`src/rtl/dot_mac_pkg.sv`:
```
// Shared types and width helpers for the serial dot-product engine.
package dot_mac_pkg;

  typedef enum logic [0:0] {
    IDLE = 1'b0,
    RECV = 1'b1
  } state_e;

  function automatic int calc_beats(input int n, input int lanes);
    return n / lanes;
  endfunction

  function automatic int calc_ow(input int dw, input int n);
    return 2 * dw + $clog2(n);
  endfunction

endpackage

```
`src/rtl/dot_mac_lane_tree.sv`:
```
// Combinational LANES-wide multiply and balanced adder tree for one beat.
module dot_mac_lane_tree #(
  parameter int DW     = 4,
  parameter int LANES  = 8,
  parameter int SIGNED = 0
) (
  input  logic [LANES*DW-1:0]             a_i,
  input  logic [LANES*DW-1:0]             b_i,
  output logic [2*DW+$clog2(LANES)-1:0]   sum_o
);

  localparam int SW  = 2 * DW + $clog2(LANES);
  localparam int LVL = $clog2(LANES);
  localparam int P   = 1 << LVL;

  // Heap-ordered tree: leaves at P-1.., node n sums children 2n+1 and 2n+2.
  logic [SW-1:0] node_s [2*P-1];

  for (genvar k = 0; k < P; k++) begin : g_leaf
    if (k < LANES) begin : g_mul
      logic [DW-1:0]   a_s;
      logic [DW-1:0]   b_s;
      logic [2*DW-1:0] prod_s;
      assign a_s = a_i[(LANES-1-k)*DW +: DW];
      assign b_s = b_i[(LANES-1-k)*DW +: DW];
      if (SIGNED != 0) begin : g_sgn
        assign prod_s            = (2*DW)'($signed(a_s)) * (2*DW)'($signed(b_s));
        assign node_s[P-1+k]     = SW'($signed(prod_s));
      end else begin : g_uns
        assign prod_s            = (2*DW)'(a_s) * (2*DW)'(b_s);
        assign node_s[P-1+k]     = SW'(prod_s);
      end
    end else begin : g_pad
      assign node_s[P-1+k] = '0;
    end
  end

  for (genvar n = 0; n < P - 1; n++) begin : g_add
    assign node_s[n] = node_s[2*n+1] + node_s[2*n+2];
  end

  assign sum_o = node_s[0];

endmodule

```
`src/rtl/dot_mac_serial.sv`:
```
// Serial dot-product engine: N-element vectors over N/LANES beats, retained
// per-beat weights, abort on a mid-vector gap, result two cycles after last beat.
module dot_mac_serial
  import dot_mac_pkg::*;
#(
  parameter int DW     = 4,
  parameter int N      = 32,
  parameter int LANES  = 8,
  parameter int SIGNED = 0
) (
  input  logic                        clk,
  input  logic                        rst_n,
  input  logic                        in_valid,
  input  logic                        weight_valid,
  input  logic [LANES*DW-1:0]         I,
  input  logic [LANES*DW-1:0]         W,
  output logic                        out_valid,
  output logic [calc_ow(DW, N)-1:0]   OUT,
  output logic                        err
);

  localparam int BEATS = calc_beats(N, LANES);
  localparam int OW    = calc_ow(DW, N);
  localparam int SW    = 2 * DW + $clog2(LANES);
  localparam int BW    = (BEATS > 1) ? $clog2(BEATS) : 1;
  localparam logic [BW-1:0] LAST_IDX = BW'(BEATS - 1);

  state_e              state_q, state_d;
  logic [BW-1:0]       bcnt_q, bcnt_d;
  logic [LANES*DW-1:0] wmem_q [BEATS];

  logic                accept_s, abort_s, first_s, last_s;
  logic [BW-1:0]       beat_idx_s;
  logic [LANES*DW-1:0] eff_w_s;
  logic [SW-1:0]       lane_sum_s;
  logic [OW-1:0]       sum_ext_s;

  logic                s1_valid_q, s1_first_q, s1_last_q;
  logic [SW-1:0]       s1_sum_q;
  logic [OW-1:0]       acc_q, acc_d;
  logic                s2_last_q, abort_q;
  logic                out_valid_q, err_q;
  logic [OW-1:0]       out_q;

  // State and beat counter registers.
  always_ff @(posedge clk or negedge rst_n) begin
    if (!rst_n) begin
      state_q <= IDLE;
      bcnt_q  <= '0;
    end else begin
      state_q <= state_d;
      bcnt_q  <= bcnt_d;
    end
  end

  // Next state: a gap in RECV aborts, the final beat returns to IDLE.
  always_comb begin
    state_d = state_q;
    bcnt_d  = bcnt_q;
    case (state_q)
      IDLE: begin
        if (in_valid && (BEATS > 1)) begin
          state_d = RECV;
          bcnt_d  = BW'(1);
        end else begin
          state_d = IDLE;
          bcnt_d  = '0;
        end
      end
      RECV: begin
        if (in_valid && (bcnt_q != LAST_IDX)) begin
          state_d = RECV;
          bcnt_d  = bcnt_q + BW'(1);
        end else begin
          state_d = IDLE;
          bcnt_d  = '0;
        end
      end
      default: begin
        state_d = IDLE;
        bcnt_d  = '0;
      end
    endcase
  end

  // FSM outputs: beat acceptance, beat index and abort detection.
  always_comb begin
    accept_s   = in_valid;
    abort_s    = 1'b0;
    beat_idx_s = '0;
    case (state_q)
      IDLE: begin
        beat_idx_s = '0;
      end
      RECV: begin
        beat_idx_s = bcnt_q;
        abort_s    = ~in_valid;
      end
      default: begin
        beat_idx_s = '0;
        accept_s   = 1'b0;
      end
    endcase
    first_s = (beat_idx_s == '0);
    last_s  = (beat_idx_s == LAST_IDX);
    eff_w_s = weight_valid ? W : wmem_q[beat_idx_s];
  end

  // Weight store; writes from aborted vectors are kept on purpose.
  always_ff @(posedge clk or negedge rst_n) begin
    if (!rst_n) begin
      for (int b = 0; b < BEATS; b++) begin
        wmem_q[b] <= '0;
      end
    end else if (accept_s && weight_valid) begin
      wmem_q[beat_idx_s] <= W;
    end
  end

  dot_mac_lane_tree #(
    .DW     (DW),
    .LANES  (LANES),
    .SIGNED (SIGNED)
  ) u_tree (
    .a_i   (I),
    .b_i   (eff_w_s),
    .sum_o (lane_sum_s)
  );

  // Accumulator next value: first beat loads, later beats add.
  always_comb begin
    if (SIGNED != 0) begin
      sum_ext_s = OW'($signed(s1_sum_q));
    end else begin
      sum_ext_s = OW'(s1_sum_q);
    end
    if (s1_valid_q && s1_first_q) begin
      acc_d = sum_ext_s;
    end else if (s1_valid_q) begin
      acc_d = acc_q + sum_ext_s;
    end else begin
      acc_d = acc_q;
    end
  end

  // S1/S2 pipeline and output registers; OUT is forced to zero when not valid.
  always_ff @(posedge clk or negedge rst_n) begin
    if (!rst_n) begin
      s1_valid_q  <= 1'b0;
      s1_first_q  <= 1'b0;
      s1_last_q   <= 1'b0;
      s1_sum_q    <= '0;
      acc_q       <= '0;
      s2_last_q   <= 1'b0;
      abort_q     <= 1'b0;
      out_valid_q <= 1'b0;
      out_q       <= '0;
      err_q       <= 1'b0;
    end else begin
      s1_valid_q  <= accept_s;
      s1_first_q  <= first_s;
      s1_last_q   <= last_s;
      s1_sum_q    <= lane_sum_s;
      acc_q       <= acc_d;
      s2_last_q   <= s1_valid_q & s1_last_q;
      abort_q     <= abort_s;
      out_valid_q <= s2_last_q;
      out_q       <= s2_last_q ? acc_q : '0;
      err_q       <= abort_q;
    end
  end

  assign out_valid = out_valid_q;
  assign OUT       = out_q;
  assign err       = err_q;

endmodule

```
`config.mk`:
```
export PLATFORM = sky130hd
export DESIGN_NAME = dot_mac_serial
export DESIGN_NICKNAME = d
export VERILOG_FILES = /design/src/rtl/dot_mac_pkg.sv /design/src/rtl/dot_mac_lane_tree.sv /design/src/rtl/dot_mac_serial.sv
export SDC_FILE = /design/constraint.sdc
export NUM_CORES = 1
export LEC_CHECK = 0
export BUFFER_PORTS_ARGS = -buffer_cell sky130_fd_sc_hd__buf_2
export CORE_MARGIN = 2
export CORE_UTILIZATION = 25
export DETAILED_ROUTE_END_ITERATION = 12
export GPL_ROUTABILITY_DRIVEN = 1
export SLEW_MARGIN = 20
export SYNTH_ARGS = -nofsm -noshare
export SYNTH_HDL_FRONTEND = slang
export SYNTH_SLANG_ARGS = --single-unit
```
`constraint.sdc`:
```
create_clock -name clk -period 9.22 [get_ports clk]
set_input_delay 1.844 -clock clk [delete_from_list [all_inputs] [get_ports clk]]
set_output_delay 1.844 -clock clk [all_outputs]
set_load 0.005 [all_outputs]
```
; ---- Word level (Yosys, flattened, before mapping)
; Index checks and enable logic that the tools add are counted.
[word_totals]
regBits = 175
inputBits = 68
output_inout_bits = 15
word_cells = 65
[classes]
addsub = 9
n_mul = 8
n_lt_le_gt_ge = 2
n_eq_ne = 2
mux = 18
bitwise = 4
n_reduce_logical = 6
[op_table]
columns = op, n
row1 = $bwmux W128, 1
row2 = $mux W32, 4
row3 = $bmux W32 S2, 1
row4 = $demux W32 S2, 1
row5 = $mul A4 B4 Y8, 8
row6 = $mux W13, 3
row7 = $add A8 B8 Y9, 4
row8 = $add A9 B9 Y10, 2
row9 = $add A13 B11 Y13, 1
row10 = $add A10 B10 Y11, 1
row11 = $pmux W2 S2, 2
row12 = $logic_and A1 B1 Y1, 4
row13 = $mux W1, 4
row14 = $ge A3 B3 Y1 const B, 1
row15 = $lt A3 B1 Y1 const B, 1
row16 = $not A2 Y3, 1
row17 = $add A2 B1 Y2 const B, 1
row18 = $eq A2 B2 Y1 const B, 1
row19 = $logic_not A2 Y1, 1
row20 = $mux W2, 1
row21 = $ne A2 B2 Y1 const B, 1
row22 = $not A1 Y1, 2
row23 = $pmux W1 S2, 1
row24 = $reduce_bool A2 Y1, 1
row25 = $and A1 B1 Y1, 1

; ---- Longest topological paths before layout
[logic_depth]
depth_word = 11
depth_mapped = 29
depth_no_buf = 27

; ---- Cells and area by module
; A second synthesis with hierarchy kept.
[hier_totals]
cells_unflattened = 1244
area_unflattened_um2 = 13228.9
[by_module_without_submodules]
columns = module, n_inst, cells_each, area_each_um2, seq_area_each_um2
row1 = dot_mac_serial, 1, 650, 8187.9, 4379.2
row2 = dot_mac_lane_tree, 1, 594, 5041.1, 0.0

; ---- Worst setup path after synthesis
; Ideal clock, no wire load.
[synth_timing]
path_kind = in2reg
start = in weight_valid
end = reg s1_sum_q[10]
setup_ps = 79
arrival_ps = 8059
t_required_ps = 9141
slack_ps = 1081
path_stages = 24
path_buffers = 2
cell_sequence = clkbuf_1 clkbuf_1 nor2_1 a21oi_1 nor2b_1 fa_1 inv_1 fa_1 inv_1 fa_1 fa_1 fa_1 fa_1 inv_1 fa_1 inv_1 fa_1 ha_1 nor2b_1 o21ai_0 a21oi_1 or4_1 o21ai_0 xor2_1
[synth_between]
elab_chain_len = 5
elab_cells_between_ends = 16
classes_between = add/sub (7) / mul (8) / mux (1)
[synth_rtl]
columns = item, line_no
row1 = start: declaration, dot_mac_serial.sv:14  ; input logic weight_valid,
row2 = $mux W32 (*), dot_mac_serial.sv:106  ; eff_w_s = weight_valid ? W : wmem_q[beat_idx_s];
row3 = $mul A4 B4 Y8, dot_mac_lane_tree.sv:30  ; assign prod_s = (2*DW)'(a_s) * (2*DW)'(b_s);
row4 = $add A8 B8 Y9, dot_mac_lane_tree.sv:39  ; assign node_s[n] = node_s[2*n+1] + node_s[2*n+2];
row5 = $add A9 B9 Y10, dot_mac_lane_tree.sv:39
row6 = $add A10 B10 Y11 (*), dot_mac_lane_tree.sv:39
row7 = via lane_sum_s[10], dot_mac_serial.sv:35  ; logic [SW-1:0] lane_sum_s;
row8 = end signal: assignment, dot_mac_serial.sv:163  ; s1_sum_q <= lane_sum_s;
row9 = end: declaration, dot_mac_serial.sv:39  ; logic [SW-1:0] s1_sum_q;
; The timed path passes the listed nets; every way through them passes the cells marked *.
; A chain may end at the register's enable or synchronous reset.

; ---- Worst setup path after layout
[layout_timing]
start = in weight_valid
end = reg s1_sum_q[9]
; Same word-level chain as after synthesis.

==> summary.txt <==
Status
  – Status: finished clean

Placed design
  – GP Congestion: a little under 0.9
  – Post-DP HPWL: 24.0 mm
  – Placed cells: ~1900
  – Port bufs: between 80 and 90
  – Placed cell area: 13900 um2

Detailed routing
  – DR WL/cell: 16.0 um
  – DRT iter0 DRCs: 379
  – DRC viols: 0
  – Post-Route WL: 30.9 mm
  – Via density: between 4 and 5
  – Pre-antenna DRT Iters: 5
  – Vias: around 8300
  – Routed Antenna Nets: 0

Setup path
  – Origin of the worst setup path: weight_valid
  – Worst reg2reg path endpoint: s1_sum_q[9]$_DFF_PN0_
  – Critical Path RT: between 9000 and 10000 ps
  – Worst EP arrival: 8710 ps
  – CP Capture Type: flop
  – CP Launch Type: primary input
  – Worst r2r src: bcnt_q[0]$_DFF_PN0_
  – Setup CP Type: in2reg
  – CP cell instances: buf_2 > buf_4 > a211oi_1 > a21oi_1 > nor2b_1 > fa_1 > fa_1 > inv_1 > fa_1 > fa_1 > inv_1 > fa_1 > fa_1 > inv_1 > fa_1 > fa_1 > inv_1 > ha_1 > a21oi_1 > nor2b_1 > nor3_1 > nor2_1 > o41a_1 > xor2_1
  – Flop-to-flop setup slack: between 1000 and 1500 ps
  – Crit path largest cell delay: 550 ps
  – Critical-path cell with the highest stage delay: fa_1
  – Family with the most delay on the worst path: adder cells
  – CP dominant cell by count: fa_1
  – CP Buf/Inv Count: 6
  – Reg2reg path depth: 25
  – CP max FO: 32

Clock tree
  – Postcts setup bufs: 0
  – Root buffer cell: clkbuf_16
  – Depth of the CTS H-tree: 4
  – Post-CTS Hold Buffers: 0
  – CTS tree: done
  – Max Buffers Root-to-Sink: 2
  – Post-cts sizing count: 0
  – Worst-skew pair later-pin latency: 460 ps
  – Clock Pin Slew Worst Setup and Hold Paths: 80 ps
  – Clock sink total: around 180
  – Clock buffer count from CTS: 17

Cells and area
  – P&R area growth vs syn: 14.3%
  – Most frequent cells in the layout: dfrtp_1 (174), inv_1 (154), mux2_2 (124)
  – Post-route design area: ~15000 um2
  – # fillers: between 5000 and 6000
  – Commonest non-fill, non-tap cell in the layout: dfrtp_1
  – Seq. cell area: approximately 4400 um2
  – Area of the multi-input gates: 7580 um2
  – Finished Layout Cells: about 1900
  – Nets@finish: 1501
  – Post-layout util: between 20% and 30%
  – Layout cells sized above 1: a little over a fifth

Timing
  – Crit path time final: roughly 8400 ps
  – Setup repair after global routing missed its margin: false
  – Fin Setup TNS: 0 ps
  – Final Hold Viols: 0
  – Final setup viols: 0
  – Count of pins over their slew limit: 0
  – Slew headroom: between 40% and 50%
  – FMAX: between 100 and 150 MHz
  – Final period utilization: around 91%
  – Slew @ Worst Pin: around 900 ps
  – Clock skew: 18.7 ps

Synth
  – EDFF count, synth: 0
  – Synth Area per Inst: between 10 and 15 um2
  – Total nets after synthesis: 1425
  – Yosys reg bits: 175
  – Count of cell types in the netlist: 50
  – Primary FF master, synth: dfrtp_1
  – Post-synth ARST share: 100%
  – Synth warn: 0
  – Post-Syn Instances: around 1200
  – Seq/Total Area, Yosys: between 30% and 40%
  – Post-Syn Area: approximately 13000 um2

Floorplanning
  – Die Ht: around 230 um
  – Die Wd: ~230 um
  – Initial core utilization: 25.4%
  – Core area: 50200 um2
  – Io pins: 83
  – FP Rows: between 80 and 90
  – Die area: 52700 um2

Global routing
  – Vias in the first global route: 9071
  – Largest net degree at the start of global routing: approximately 110
  – Total gr overflow: 0
  – Initial antenna violation count: 6
  – Total GRT Usage: between 10% and 20%
  – First-pass GRT wire length: around 50 mm

Min path
  – Worst hold path depth: 0
  – Worst hold path class: reg2reg
  – Hold Startpoint: abort_q$_DFF_PN0_
  – Hold EP: err$_DFF_PN0_

Job
  – MaxCap Viol Count: 0
-- registers in the layout (all words and copies together), names as in the netlist --
signal      count
err             1
out_valid       1
state_q         1
s1_first_q      1
s2_last_q       1
s1_last_q       1
acc_q          13
OUT            13
abort_q         1
s1_valid_q      1
wmem_q        128
s1_sum_q       11
bcnt_q          2
-- layout make-up --
type | instances | share of cell area (%)
multi-input cells | 793 | 52.1
flip-flops and latches | 175 | 30.1
well taps | 672 | 5.78
inverters | 154 | 3.97
repair buffers | 98 | 3.83
clock buffers | 17 | 2.92
clock inverters | 15 | 1.21
diodes | 2 | 0.0344
-- worst max-delay path by stage --
stage               depth (start not counted)  slack, ps                     end
CTS                                        24        900   s1_sum_q[9]$_DFF_PN0_
floorplan                                  24       1080  s1_sum_q[10]$_DFF_PN0_
finish                                     24        840   s1_sum_q[9]$_DFF_PN0_
global route                               24        550  s1_sum_q[10]$_DFF_PN0_
global placement                           24        580  s1_sum_q[10]$_DFF_PN0_
detailed placement                         24        430   s1_sum_q[9]$_DFF_PN0_
-- cell usage after synthesis, drive strengths merged, types with 2 or more instances --
cell type,n,share of area [%]
dfrtp,175,34
inv,154,4.5
mux2,128,11
fa,111,17
nor2b,87,4.3
ha,83,8.2
nor2,69,2.1
nand2,56,1.7
a21oi,49,1.9
mux2i,38,3.0
o21ai,33,1.3
and2,32,1.6
a211oi,25,1.5
buf,22,1.1
clkbuf,19,0.56
nand2b,18,0.88
o31ai,9,0.95
xnor2,9,0.62
xor2,6,0.41
nand3,5,0.20
nor3,5,0.28
a221o,4,0.31
a21o,3,0.18
a31oi,2,0.098
and3,2,0.098
nor3b,2,0.12
o21a,2,0.12
-- logic make-up after synthesis --
logic type / after synthesis / share of synthesized area [%]
AO/OA/AOI/OAI: 135 / 6.90
XOR/XNOR: 15 / 1.03
adder cells (fa/ha/maj): 194 / 25.6
buffers and inverters: 195 / 6.17
flip-flops: 175 / 34.4
multiplexers: 166 / 14.3
AND/OR/NAND/NOR: 283 / 11.6
-- through the flow --
| step | worst slack (ps) | hold WS (ps) |
|---|---|---|
| floorplan | 1080 | 331 |
| global placement | 582 | 336 |
| detailed placement | 432 | 343 |
| CTS | 896 | 361 |
| global route | 549 | 372 |
| finish | 837 | 360 |
-- per-layer routing --
layer,track usage [%],wire (um),share of wire [%]
met4,2.98,395,1.3
met2,20.5,15000,48
met5,0,14,0.045
met1,15.9,14300,46
met3,2.48,1220,4.0
-- worst reg2reg max path: stages (launching register included) --
cell and delay, ps:
dfrtp_2 690, nand2b_1 530, buf_4 380, o21ai_0 160, a211oi_1 90, a21oi_1 420, nor2b_1 140, fa_1 560
inv_1 50, fa_1 480, inv_1 50, fa_1 480, fa_1 580, fa_1 440, fa_1 500, inv_1 50
fa_1 440, fa_1 530, inv_1 60, ha_1 270, a21oi_1 170, nor2b_1 80, nor3_1 160, nor2_1 90
o41a_1 330, xor2_1 150
Power is left out: the tool's default activity adds up to more than one toggle a clock period on the data nets, which glitch-free logic cannot reach.
